[config.mk]
export PLATFORM = sky130hd
export DESIGN_NAME = mem_access_stage_flat
export DESIGN_NICKNAME = d
export VERILOG_FILES = /design/src/rtl/mem_access_stage_if.sv /design/src/rtl/mem_access_stage.sv /design/src/flat_wrapper.sv
export SDC_FILE = /design/constraint.sdc
export NUM_CORES = 1
export LEC_CHECK = 0
export CORE_AREA = 2 2 136 138
export CTS_CLUSTER_SIZE = 24
export DETAILED_ROUTE_END_ITERATION = 8
export DIE_AREA = 0 0 138 140
export PLACE_DENSITY = 0.78
export SLEW_MARGIN = 20
export SYNTH_ARGS = -nofsm -noshare
export SYNTH_HDL_FRONTEND = slang
export SYNTH_SLANG_ARGS = --single-unit
export TNS_END_PERCENT = 50
[constraint.sdc]
create_clock -name clk -period 2.7 [get_ports clk]
set_input_delay 0.54 -clock clk [delete_from_list [all_inputs] [get_ports clk]]
set_output_delay 0.54 -clock clk [all_outputs]
set_load 0.01 [all_outputs]
[src/rtl/mem_access_stage_if.sv]
// Data-bus bundle between the MEM stage (master) and the memory system (slave).
interface mem_access_stage_if #(
  parameter int ADDR_WIDTH = 32
);
  logic                  ram_en;
  logic                  ram_write_en;
  logic [ADDR_WIDTH-1:0] ram_addr;
  logic [3:0]            ram_write_sel;
  logic [31:0]           ram_write_data;
  logic                  ram_ready;
  logic [31:0]           ram_read_data;

  modport master (
    output ram_en, ram_write_en, ram_addr, ram_write_sel, ram_write_data,
    input  ram_ready, ram_read_data
  );

  modport slave (
    input  ram_en, ram_write_en, ram_addr, ram_write_sel, ram_write_data,
    output ram_ready, ram_read_data
  );
endinterface

[src/rtl/mem_access_stage.sv]
// MEM pipeline stage: issues aligned load/store bus transactions, stalls until the
// bus answers (or times out) and forwards extended load data / write-back info.
module mem_access_stage #(
  parameter int ADDR_WIDTH     = 32,
  parameter int TIMEOUT_CYCLES = 255
) (
  input  logic        clk,
  input  logic        rst,
  input  logic        ram_en_in,
  input  logic        ram_write_en_in,
  input  logic [5:0]  inst_op_in,
  input  logic [31:0] reg_data_2_in,
  input  logic [31:0] result_in,
  input  logic        write_reg_en_in,
  input  logic [4:0]  write_reg_addr_in,
  input  logic        write_hilo_en_in,
  input  logic [31:0] write_hi_data_in,
  input  logic [31:0] write_lo_data_in,
  mem_access_stage_if.master bus,
  output logic        mem_stall_request,
  output logic        mem_load_flag,
  output logic        addr_error,
  output logic        bus_error,
  output logic [31:0] result_out,
  output logic        write_reg_en_out,
  output logic [4:0]  write_reg_addr_out,
  output logic        write_hilo_en_out,
  output logic [31:0] write_hi_data_out,
  output logic [31:0] write_lo_data_out
);
  localparam logic [5:0] OP_LB  = 6'h20;
  localparam logic [5:0] OP_LH  = 6'h21;
  localparam logic [5:0] OP_LBU = 6'h24;
  localparam logic [5:0] OP_LHU = 6'h25;
  localparam logic [5:0] OP_SB  = 6'h28;
  localparam logic [5:0] OP_SH  = 6'h29;
  localparam logic [7:0] C_LAST = 8'(TIMEOUT_CYCLES - 1);

  typedef enum logic [1:0] {S_IDLE, S_WAIT, S_DONE} state_t;

  state_t      r_state;
  logic [7:0]  r_cnt;
  logic [31:0] r_rdata;
  logic        r_bus_err;

  logic        w_is_byte;
  logic        w_is_half;
  logic        w_is_signed;
  logic        w_misaligned;
  logic        w_access;
  logic        w_store;
  logic        w_req;
  logic        w_stall;
  logic [3:0]  w_sel;
  logic [31:0] w_wdata;
  logic [31:0] w_word;
  logic [7:0]  w_byte;
  logic [15:0] w_half;
  logic [31:0] w_load;

  // Unknown opcodes fall through to word size, i.e. LW/SW.
  assign w_is_byte    = (inst_op_in == OP_LB) || (inst_op_in == OP_LBU) || (inst_op_in == OP_SB);
  assign w_is_half    = (inst_op_in == OP_LH) || (inst_op_in == OP_LHU) || (inst_op_in == OP_SH);
  assign w_is_signed  = (inst_op_in == OP_LB) || (inst_op_in == OP_LH);
  assign w_misaligned = ram_en_in & ((w_is_half & result_in[0]) |
                                     (~w_is_byte & ~w_is_half & (|result_in[1:0])));
  assign w_access     = ram_en_in & ~w_misaligned;
  assign w_store      = ram_en_in & ram_write_en_in;

  always_comb begin
    w_req   = 1'b0;
    w_stall = 1'b0;
    case (r_state)
      S_IDLE: begin
        w_req   = w_access;
        w_stall = w_access;
      end
      S_WAIT: begin
        w_req   = 1'b1;
        w_stall = ~bus.ram_ready;
      end
      default: begin
        w_req   = 1'b0;
        w_stall = 1'b0;
      end
    endcase
  end

  always_comb begin
    w_sel   = 4'b1111;
    w_wdata = reg_data_2_in;
    if (w_is_byte) begin
      w_sel   = 4'b0001 << result_in[1:0];
      w_wdata = {4{reg_data_2_in[7:0]}};
    end else if (w_is_half) begin
      w_sel   = result_in[1] ? 4'b1100 : 4'b0011;
      w_wdata = {2{reg_data_2_in[15:0]}};
    end
  end

  // DONE replays the word captured on the ready edge; the bus data is gone by then.
  assign w_word = (r_state == S_DONE) ? r_rdata : bus.ram_read_data;
  assign w_byte = w_word[{result_in[1:0], 3'b000} +: 8];
  assign w_half = result_in[1] ? w_word[31:16] : w_word[15:0];

  always_comb begin
    w_load = w_word;
    if (w_is_byte) begin
      w_load = {{24{w_is_signed & w_byte[7]}}, w_byte};
    end else if (w_is_half) begin
      w_load = {{16{w_is_signed & w_half[15]}}, w_half};
    end
  end

  always_ff @(posedge clk or negedge rst) begin
    if (!rst) begin
      r_state   <= S_IDLE;
      r_cnt     <= '0;
      r_rdata   <= '0;
      r_bus_err <= 1'b0;
    end else begin
      r_bus_err <= 1'b0;
      case (r_state)
        S_IDLE: begin
          if (w_access) begin
            r_cnt <= '0;
            if (bus.ram_ready) begin
              r_rdata <= bus.ram_read_data;
              r_state <= S_DONE;
            end else begin
              r_state <= S_WAIT;
            end
          end
        end
        S_WAIT: begin
          if (bus.ram_ready) begin
            r_rdata <= bus.ram_read_data;
            r_state <= S_DONE;
          end else if (r_cnt == C_LAST) begin
            r_bus_err <= 1'b1;
            r_state   <= S_DONE;
          end else begin
            r_cnt <= r_cnt + 8'd1;
          end
        end
        default: r_state <= S_IDLE;
      endcase
    end
  end

  // Every output is forced low while reset is held, independent of the clock.
  assign bus.ram_en         = rst & w_req;
  assign bus.ram_write_en   = rst & w_req & ram_write_en_in;
  assign bus.ram_addr       = (rst & w_req) ? {result_in[ADDR_WIDTH-1:2], 2'b00} : '0;
  assign bus.ram_write_sel  = (rst & w_req & ram_write_en_in) ? w_sel : 4'b0000;
  assign bus.ram_write_data = (rst & w_req & ram_write_en_in) ? w_wdata : 32'h0;

  assign mem_stall_request  = rst & w_stall;
  assign mem_load_flag      = rst & ram_en_in & ~ram_write_en_in;
  assign addr_error         = rst & w_misaligned;
  assign bus_error          = rst & r_bus_err;
  assign result_out         = ~rst ? 32'h0 :
                              (w_access & ~ram_write_en_in) ? w_load : result_in;
  assign write_reg_en_out   = rst & write_reg_en_in & ~w_misaligned & ~w_store &
                              ~((r_state == S_DONE) & r_bus_err);
  assign write_reg_addr_out = rst ? write_reg_addr_in : 5'd0;
  assign write_hilo_en_out  = rst & write_hilo_en_in;
  assign write_hi_data_out  = rst ? write_hi_data_in : 32'h0;
  assign write_lo_data_out  = rst ? write_lo_data_in : 32'h0;
endmodule

[src/flat_wrapper.sv]
// flat-port wrapper written by rule: the top's interface ports become plain ports
module mem_access_stage_flat 
#(
  parameter int ADDR_WIDTH     = 32,
  parameter int TIMEOUT_CYCLES = 255
)
  (clk, rst, ram_en_in, ram_write_en_in, inst_op_in, reg_data_2_in, result_in, write_reg_en_in, write_reg_addr_in, write_hilo_en_in, write_hi_data_in, write_lo_data_in, mem_stall_request, mem_load_flag, addr_error, bus_error, result_out, write_reg_en_out, write_reg_addr_out, write_hilo_en_out, write_hi_data_out, write_lo_data_out, bus_ram_en, bus_ram_write_en, bus_ram_addr, bus_ram_write_sel, bus_ram_write_data, bus_ram_ready, bus_ram_read_data);
  mem_access_stage_if #(.ADDR_WIDTH(ADDR_WIDTH)) bus_i ();
  input  logic clk;
  input  logic rst;
  input  logic ram_en_in;
  input  logic ram_write_en_in;
  input  logic [5:0] inst_op_in;
  input  logic [31:0] reg_data_2_in;
  input  logic [31:0] result_in;
  input  logic write_reg_en_in;
  input  logic [4:0] write_reg_addr_in;
  input  logic write_hilo_en_in;
  input  logic [31:0] write_hi_data_in;
  input  logic [31:0] write_lo_data_in;
  output logic mem_stall_request;
  output logic mem_load_flag;
  output logic addr_error;
  output logic bus_error;
  output logic [31:0] result_out;
  output logic write_reg_en_out;
  output logic [4:0] write_reg_addr_out;
  output logic write_hilo_en_out;
  output logic [31:0] write_hi_data_out;
  output logic [31:0] write_lo_data_out;
  output wire logic [$bits(bus_i.ram_en)-1:0] bus_ram_en;
  output wire logic [$bits(bus_i.ram_write_en)-1:0] bus_ram_write_en;
  output wire logic [$bits(bus_i.ram_addr)-1:0] bus_ram_addr;
  output wire logic [$bits(bus_i.ram_write_sel)-1:0] bus_ram_write_sel;
  output wire logic [$bits(bus_i.ram_write_data)-1:0] bus_ram_write_data;
  input wire logic [$bits(bus_i.ram_ready)-1:0] bus_ram_ready;
  input wire logic [$bits(bus_i.ram_read_data)-1:0] bus_ram_read_data;
  assign bus_ram_en = bus_i.ram_en;
  assign bus_ram_write_en = bus_i.ram_write_en;
  assign bus_ram_addr = bus_i.ram_addr;
  assign bus_ram_write_sel = bus_i.ram_write_sel;
  assign bus_ram_write_data = bus_i.ram_write_data;
  assign bus_i.ram_ready = bus_ram_ready;
  assign bus_i.ram_read_data = bus_ram_read_data;
  mem_access_stage #(.ADDR_WIDTH(ADDR_WIDTH), .TIMEOUT_CYCLES(TIMEOUT_CYCLES)) u_core (.clk(clk), .rst(rst), .ram_en_in(ram_en_in), .ram_write_en_in(ram_write_en_in), .inst_op_in(inst_op_in), .reg_data_2_in(reg_data_2_in), .result_in(result_in), .write_reg_en_in(write_reg_en_in), .write_reg_addr_in(write_reg_addr_in), .write_hilo_en_in(write_hilo_en_in), .write_hi_data_in(write_hi_data_in), .write_lo_data_in(write_lo_data_in), .bus(bus_i), .mem_stall_request(mem_stall_request), .mem_load_flag(mem_load_flag), .addr_error(addr_error), .bus_error(bus_error), .result_out(result_out), .write_reg_en_out(write_reg_en_out), .write_reg_addr_out(write_reg_addr_out), .write_hilo_en_out(write_hilo_en_out), .write_hi_data_out(write_hi_data_out), .write_lo_data_out(write_lo_data_out));
endmodule
-- After elaboration in Yosys (flattened, before gate mapping)
Index checks and enable logic that the tools add are counted.
- eq/ne operators: 13
- shift-type cells: 2
- bitwise logic cells: 30
- reductions and logical operators: 11
- multiplexer cells: 34
- add/sub/neg operators: 1
- operators with widths (kind ; number):
    $mux 32 ; 13
    $pmux 32 s2 ; 1
    $eq 6x6->1 const B ; 6
    $shiftx 32x6->8 ; 1
    $mux 8 ; 3
    $and 1x1->1 ; 22
    $mux 16 ; 1
    $mux 4 ; 4
    $pmux 8 s2 ; 1
    $add 8x1->8 const B ; 1
    $eq 8x8->1 const B ; 1
    $mux 2 ; 4
    $not 1->1 ; 7
    $logic_or 1x1->1 ; 5
    $mux 5 ; 1
    $ne 2x2->1 const B ; 2
    $pmux 1 s2 ; 2
    $pmux 2 s2 ; 1
    $reduce_and 2->1 ; 2
    $reduce_and 4->1 ; 1
    $shl 1x2->4 const A ; 1
    $mux 1 ; 3
    $ne 3x2->1 const B ; 1
    $eq 2x1->1 const B ; 1
    6 further kinds ; 6
- register bits after elaboration: 43
- input bits: 178
- output and inout port bits: 177
- word-level logic and storage cells: 95

-- Depth between registers and ports, before layout
- depth after elaboration: 14
- gate-level depth with buffers: 9
- gate-level depth less buffers: 7

-- Least setup slack after synthesis
No wires, ideal clock.
- path kind: in2out
- from: input port inst_op_in[4]
- to: output port bus_ram_write_data[30]
- path buffers: 2
- path slack: -21 ps
- cell stages on the path: 6
- data arrival time: 2181 ps
- required time: 2160 ps
- cells stage by stage: or3b_2 nor2_1 clkbuf_1 clkbuf_1 nor2_1 a211oi_1
- longest elaborated chain between the ends: 14
- elaborated cells on any way between the ends: 25
- classes of those cells: 6 x eq/ne; 4 x mux; 11 x bitwise; 4 x reduce/logical
- RTL lines (what ; line ; text):
    start: declaration ; flat_wrapper.sv:13 ; input logic [5:0] inst_op_in;
    $eq 6x6->1, on equally long branches ; mem_access_stage.sv:62, mem_access_stage.sv:63 ;
    $logic_or 1x1->1, on equally long branches (2 in series) ; mem_access_stage.sv:62, mem_access_stage.sv:63 ;
    $not 1->1 ; mem_access_stage.sv:66 ; (~w_is_byte & ~w_is_half & (|result_in[1:0])));
    $and 1x1->1 (2 in series) ; mem_access_stage.sv:66 ;
    $or 1x1->1 ; mem_access_stage.sv:65 ; assign w_misaligned = ram_en_in & ((w_is_half & result_in[0]) |
    $and 1x1->1 ; mem_access_stage.sv:65 ;
    $not 1->1 ; mem_access_stage.sv:67 ; assign w_access = ram_en_in & ~w_misaligned;
    $and 1x1->1 ; mem_access_stage.sv:67 ;
    $pmux 1 s2 ; mem_access_stage.sv:73 ; case (r_state)
    $and 1x1->1 (2 in series) ; mem_access_stage.sv:156 ; assign bus.ram_write_data = (rst & w_req & ram_write_en_in) ? w_wdata : 32'h0;
    $mux 32 (*) ; mem_access_stage.sv:156 ;
    end: declaration ; flat_wrapper.sv:35 ; output wire logic [$bits(bus_i.ram_write_data)-1:0] bus_ram_write_data;
Every way passes the cells marked *; elsewhere a longest branch is shown, timed or not.

-- Final worst setup path
- from: register u_core.r_state[0]
- to: output port result_out[20]
- longest elaborated chain between the ends: 8
- elaborated cells on any way between the ends: 10
- classes of those cells: 1 x eq/ne; 1 x shift; 6 x mux; 2 x bitwise
- RTL lines (what ; line ; text):
    start: declaration ; mem_access_stage.sv:41 ; state_t r_state;
    start signal: assignment ; mem_access_stage.sv:117 ; r_state <= S_IDLE;
    start signal: assignment ; mem_access_stage.sv:129 ; r_state <= S_DONE;
    start signal: assignment ; mem_access_stage.sv:131 ; r_state <= S_WAIT;
    $eq 2x2->1 (*) ; mem_access_stage.sv:102 ; assign w_word = (r_state == S_DONE) ? r_rdata : bus.ram_read_data;
    $mux 32 (*) ; mem_access_stage.sv:102 ;
    parallel branches: the longest is 3 deep, another holds $shiftx 32x6->8 ; -- ;
    $mux 32 (*) ; mem_access_stage.sv:108 ; if (w_is_byte) begin
    $mux 32 (*) ; mem_access_stage.sv:163 ; (w_access & ~ram_write_en_in) ? w_load : result_in;
    $mux 32 (*) ; mem_access_stage.sv:162 ; assign result_out = ~rst ? 32'h0 :
    end: declaration ; flat_wrapper.sv:25 ; output logic [31:0] result_out;
Every way passes the cells marked *.

==> run metrics <==
cts bufs inserted 5; Post-Synthesis Cells 578; primary flip-flop cell chosen by synthesis mapping dfrtp_1; std cell rows 49; CTS tree built; Max Cap Viol 0; Clock Power Share 21.4%; Fmax achieved 331.4 MHz; PD cells 310.5 nW/um^2; DRC 0; Post-Syn Area 4564 sq um; Placed Area 8936 sq um; Critical Path End Type primary output; # clock sinks 43; ys async rst share 100.0%; total power 2.970 mW; CP max-delay cell mux4_2; failing checks setup timing; area share of the leading cell type in the synthesized netlist 23.57%; post-DR vias/cell 5.060; Tmin final 3018 ps; Antenna Cells 0; Starting Density 25.67%; Placer Congestion 0.9301; Hold/Removal Path Class in -> async; Pint 2.037 mW; flops & latches, synth 43; largest net degree at the start of global routing 57; final period utilization 111.8%; Routed WL 25470 um; Bufs on Longest Clock Path 2; mean routed wirelength per cell 20.55 um; dpl ws -988.6 ps; first-pass GRT wire length 36780 um; clock transition at the registers of the reported paths 60 ps; Final WS setup -317.5 ps; # H-tree levels 2; Ys Warns 0; Reg power frac 30.5%; die area 19320 sq um; Combinational Power Share 48.1%; DRT iter0 DRCs 362; Core ar. 17780 sq um; Sw Pwr 0.9331 mW; Clock Latency Late Sink 290 ps; clock root cell clkbuf_16; hpwl dp 19330 um; run status finished with violations; total gr overflow 0; top cells by area, synth dfrtp_1 (24%), and2_1 (14%), mux2_2 (9.9%); CP Data Required Time 2160 ps; die extent in x 138 um; Clock Skews 2.034 ps; design area 9565 sq um; number of global-route vias before repair 6141; kind of critical path reg -> out; sequential cell area 1076 sq um; Seq/Total Area, Yosys 23.57%; antenna viol nets, final 0; Filler cells 1611; GR Util All Layers 24.39%; Syn Area/Cell 7.897 sq um; Pre-Repair DR Iteration Count 5; flop2flop setup slack 710 ps; Post-layout nets 1189; post-synth cell types 52; Post-synth EDFFs 0; critical path peak fanout 8; Vias 6269; antenna violations before repair 2; peak supply drop 322.3 uV; leakage power 4.335 nW; Core Util, Final 53.80%; area of the multi-input gates 3679 sq um; Post-Route Setup TNS -7954 ps; crit path DAT 2480 ps; crit start category flop; RSZ-0062 raised after global routing true; critical-path cell list nand2b_4 > mux2i_2 > mux4_2 > a221o_2 > buf_12 > o21ai_1 > buf_2; Fin. Hold Viols 0; cell taking the most area after synthesis dfrtp_1; Slew Limit Fails 0; Die Height 140 um; share of cells above drive strength 1 36.44%; Final setup viols 45; P&R area growth vs syn 109.6%; boundary pin count 355; switching share of total power 31.42%; CP peak stage delay 530 ps; I/O Buffers 352
## final timing paths
check                             startpoint            endpoint  cells after the start
min in group clk           u_core.r_rdata[5]   u_core.r_rdata[5]                      1
max in group asynchronous                rst  u_core.r_rdata[22]                      2
hold / removal                           rst     u_core.r_cnt[3]                      2
setup / recovery           u_core.r_state[0]      result_out[20]                      7
hold reg to reg            u_core.r_rdata[5]   u_core.r_rdata[5]                      1
setup reg to reg           u_core.r_state[1]     u_core.r_cnt[5]                      7
## power groups by stage
stage          clock network, mW  logic (mW)  registers, mW
2_1_floorplan                  0       0.561          0.883
3_3_place_gp                   0        1.30          0.896
3_5_place_dp                   0        1.32          0.908
4_1_cts                    0.646        1.37          0.898
5_1_grt                    0.667        1.51          0.926
6_report                   0.636        1.43          0.907
## layout by cell type, fill, tap and decap left out, types with 21 or more instances in the layout
master / n
buf_4: 86
clkbuf_2: 21
and2_1: 102
nand2_1: 60
buf_2: 65
nand3_1: 28
clkdlybuf4s50_1: 234
dfrtp_1: 43
mux2i_1: 29
nor2_1: 22
o21ai_0: 24
buf_6: 33
mux2_2: 40
## cell usage after synthesis, types with 3 or more instances
cell type  count
buf_4          4
nand3_1       28
buf_2          7
a31oi_1        7
mux4_2         9
o22a_1         7
or3_1          8
mux2i_1       32
a21o_1         3
o21ai_2       10
clkbuf_1      37
a21oi_1       29
o21a_1         3
a211oi_1       9
xor2_1         3
nor2_1        25
mux2_2        40
and2_1       104
dfrtp_1       43
nand4_1       11
a21boi_0       6
nand2_1       66
and3_1        13
o21ai_0       32
inv_1          8
## state kept, by name, indices dropped and copies added, names as in the netlist
name and count:
u_core.r_rdata 32, u_core.r_cnt 8, u_core.r_state 2, u_core.r_bus_err 1
## cell type report
cell class                      instances  area share (%)
Clock buffer                            8           1.635
Inverter                                8          0.3401
Multi-Input combinational cell        477           38.46
Sequential cell                        43           11.25
Tap cell                              229           2.995
Timing Repair Buffer                  474           45.32
## per-layer routing
layer | vias to the layer above | routed length [um] | global-route usage [%]
li1 | 2893 | - | -
met1 | 2992 | 10580 | 30.74
met2 | 319 | 12130 | 41.53
met3 | 61 | 1865 | 5.744
met4 | 4 | 874 | 7.411
met5 | - | 19 | 0
## stage by stage
| stage | hold WS, ps | std cells |
|---|---|---|
| final | 319.7 | 1239 |
| after global routing | 327.7 | 1239 |
| after CTS | 313.9 | 1227 |
| after detailed placement | 476.1 | 1195 |
| after global placement | 467.5 | 1195 |
| after floorplan | 244.4 | 579 |
## what timing repair did
action                                 4_1_cts  5_1_grt
pin swaps                                   39       16
gates resized for setup                    465       94
hold buffers                                 0        0
endpoints found under the hold margin        0        0
gates cloned                                 5        1
setup buffers                               20       11
setup endpoints to repair                  103      100
## worst max-delay path: cells and delay by family (launching register included)
| kind | cells | cell delay, ps |
|---|---|---|
| buffers and inverters | 2 | 330 |
| AO/OA/AOI/OAI | 2 | 580 |
| multiplexers | 2 | 710 |
| flip-flops | 1 | 380 |
| AND/OR/NAND/NOR | 1 | 190 |
## cell families after synthesis
family	synth area share, %
compound gates	16.67
simple gates	31.25
mux	21.57
other cells	0.08216
flops	23.57
xor+xnor	0.7677
buf+inv	5.537
fa+ha+maj	0.5482
Power figures use the tool's default switching activity.
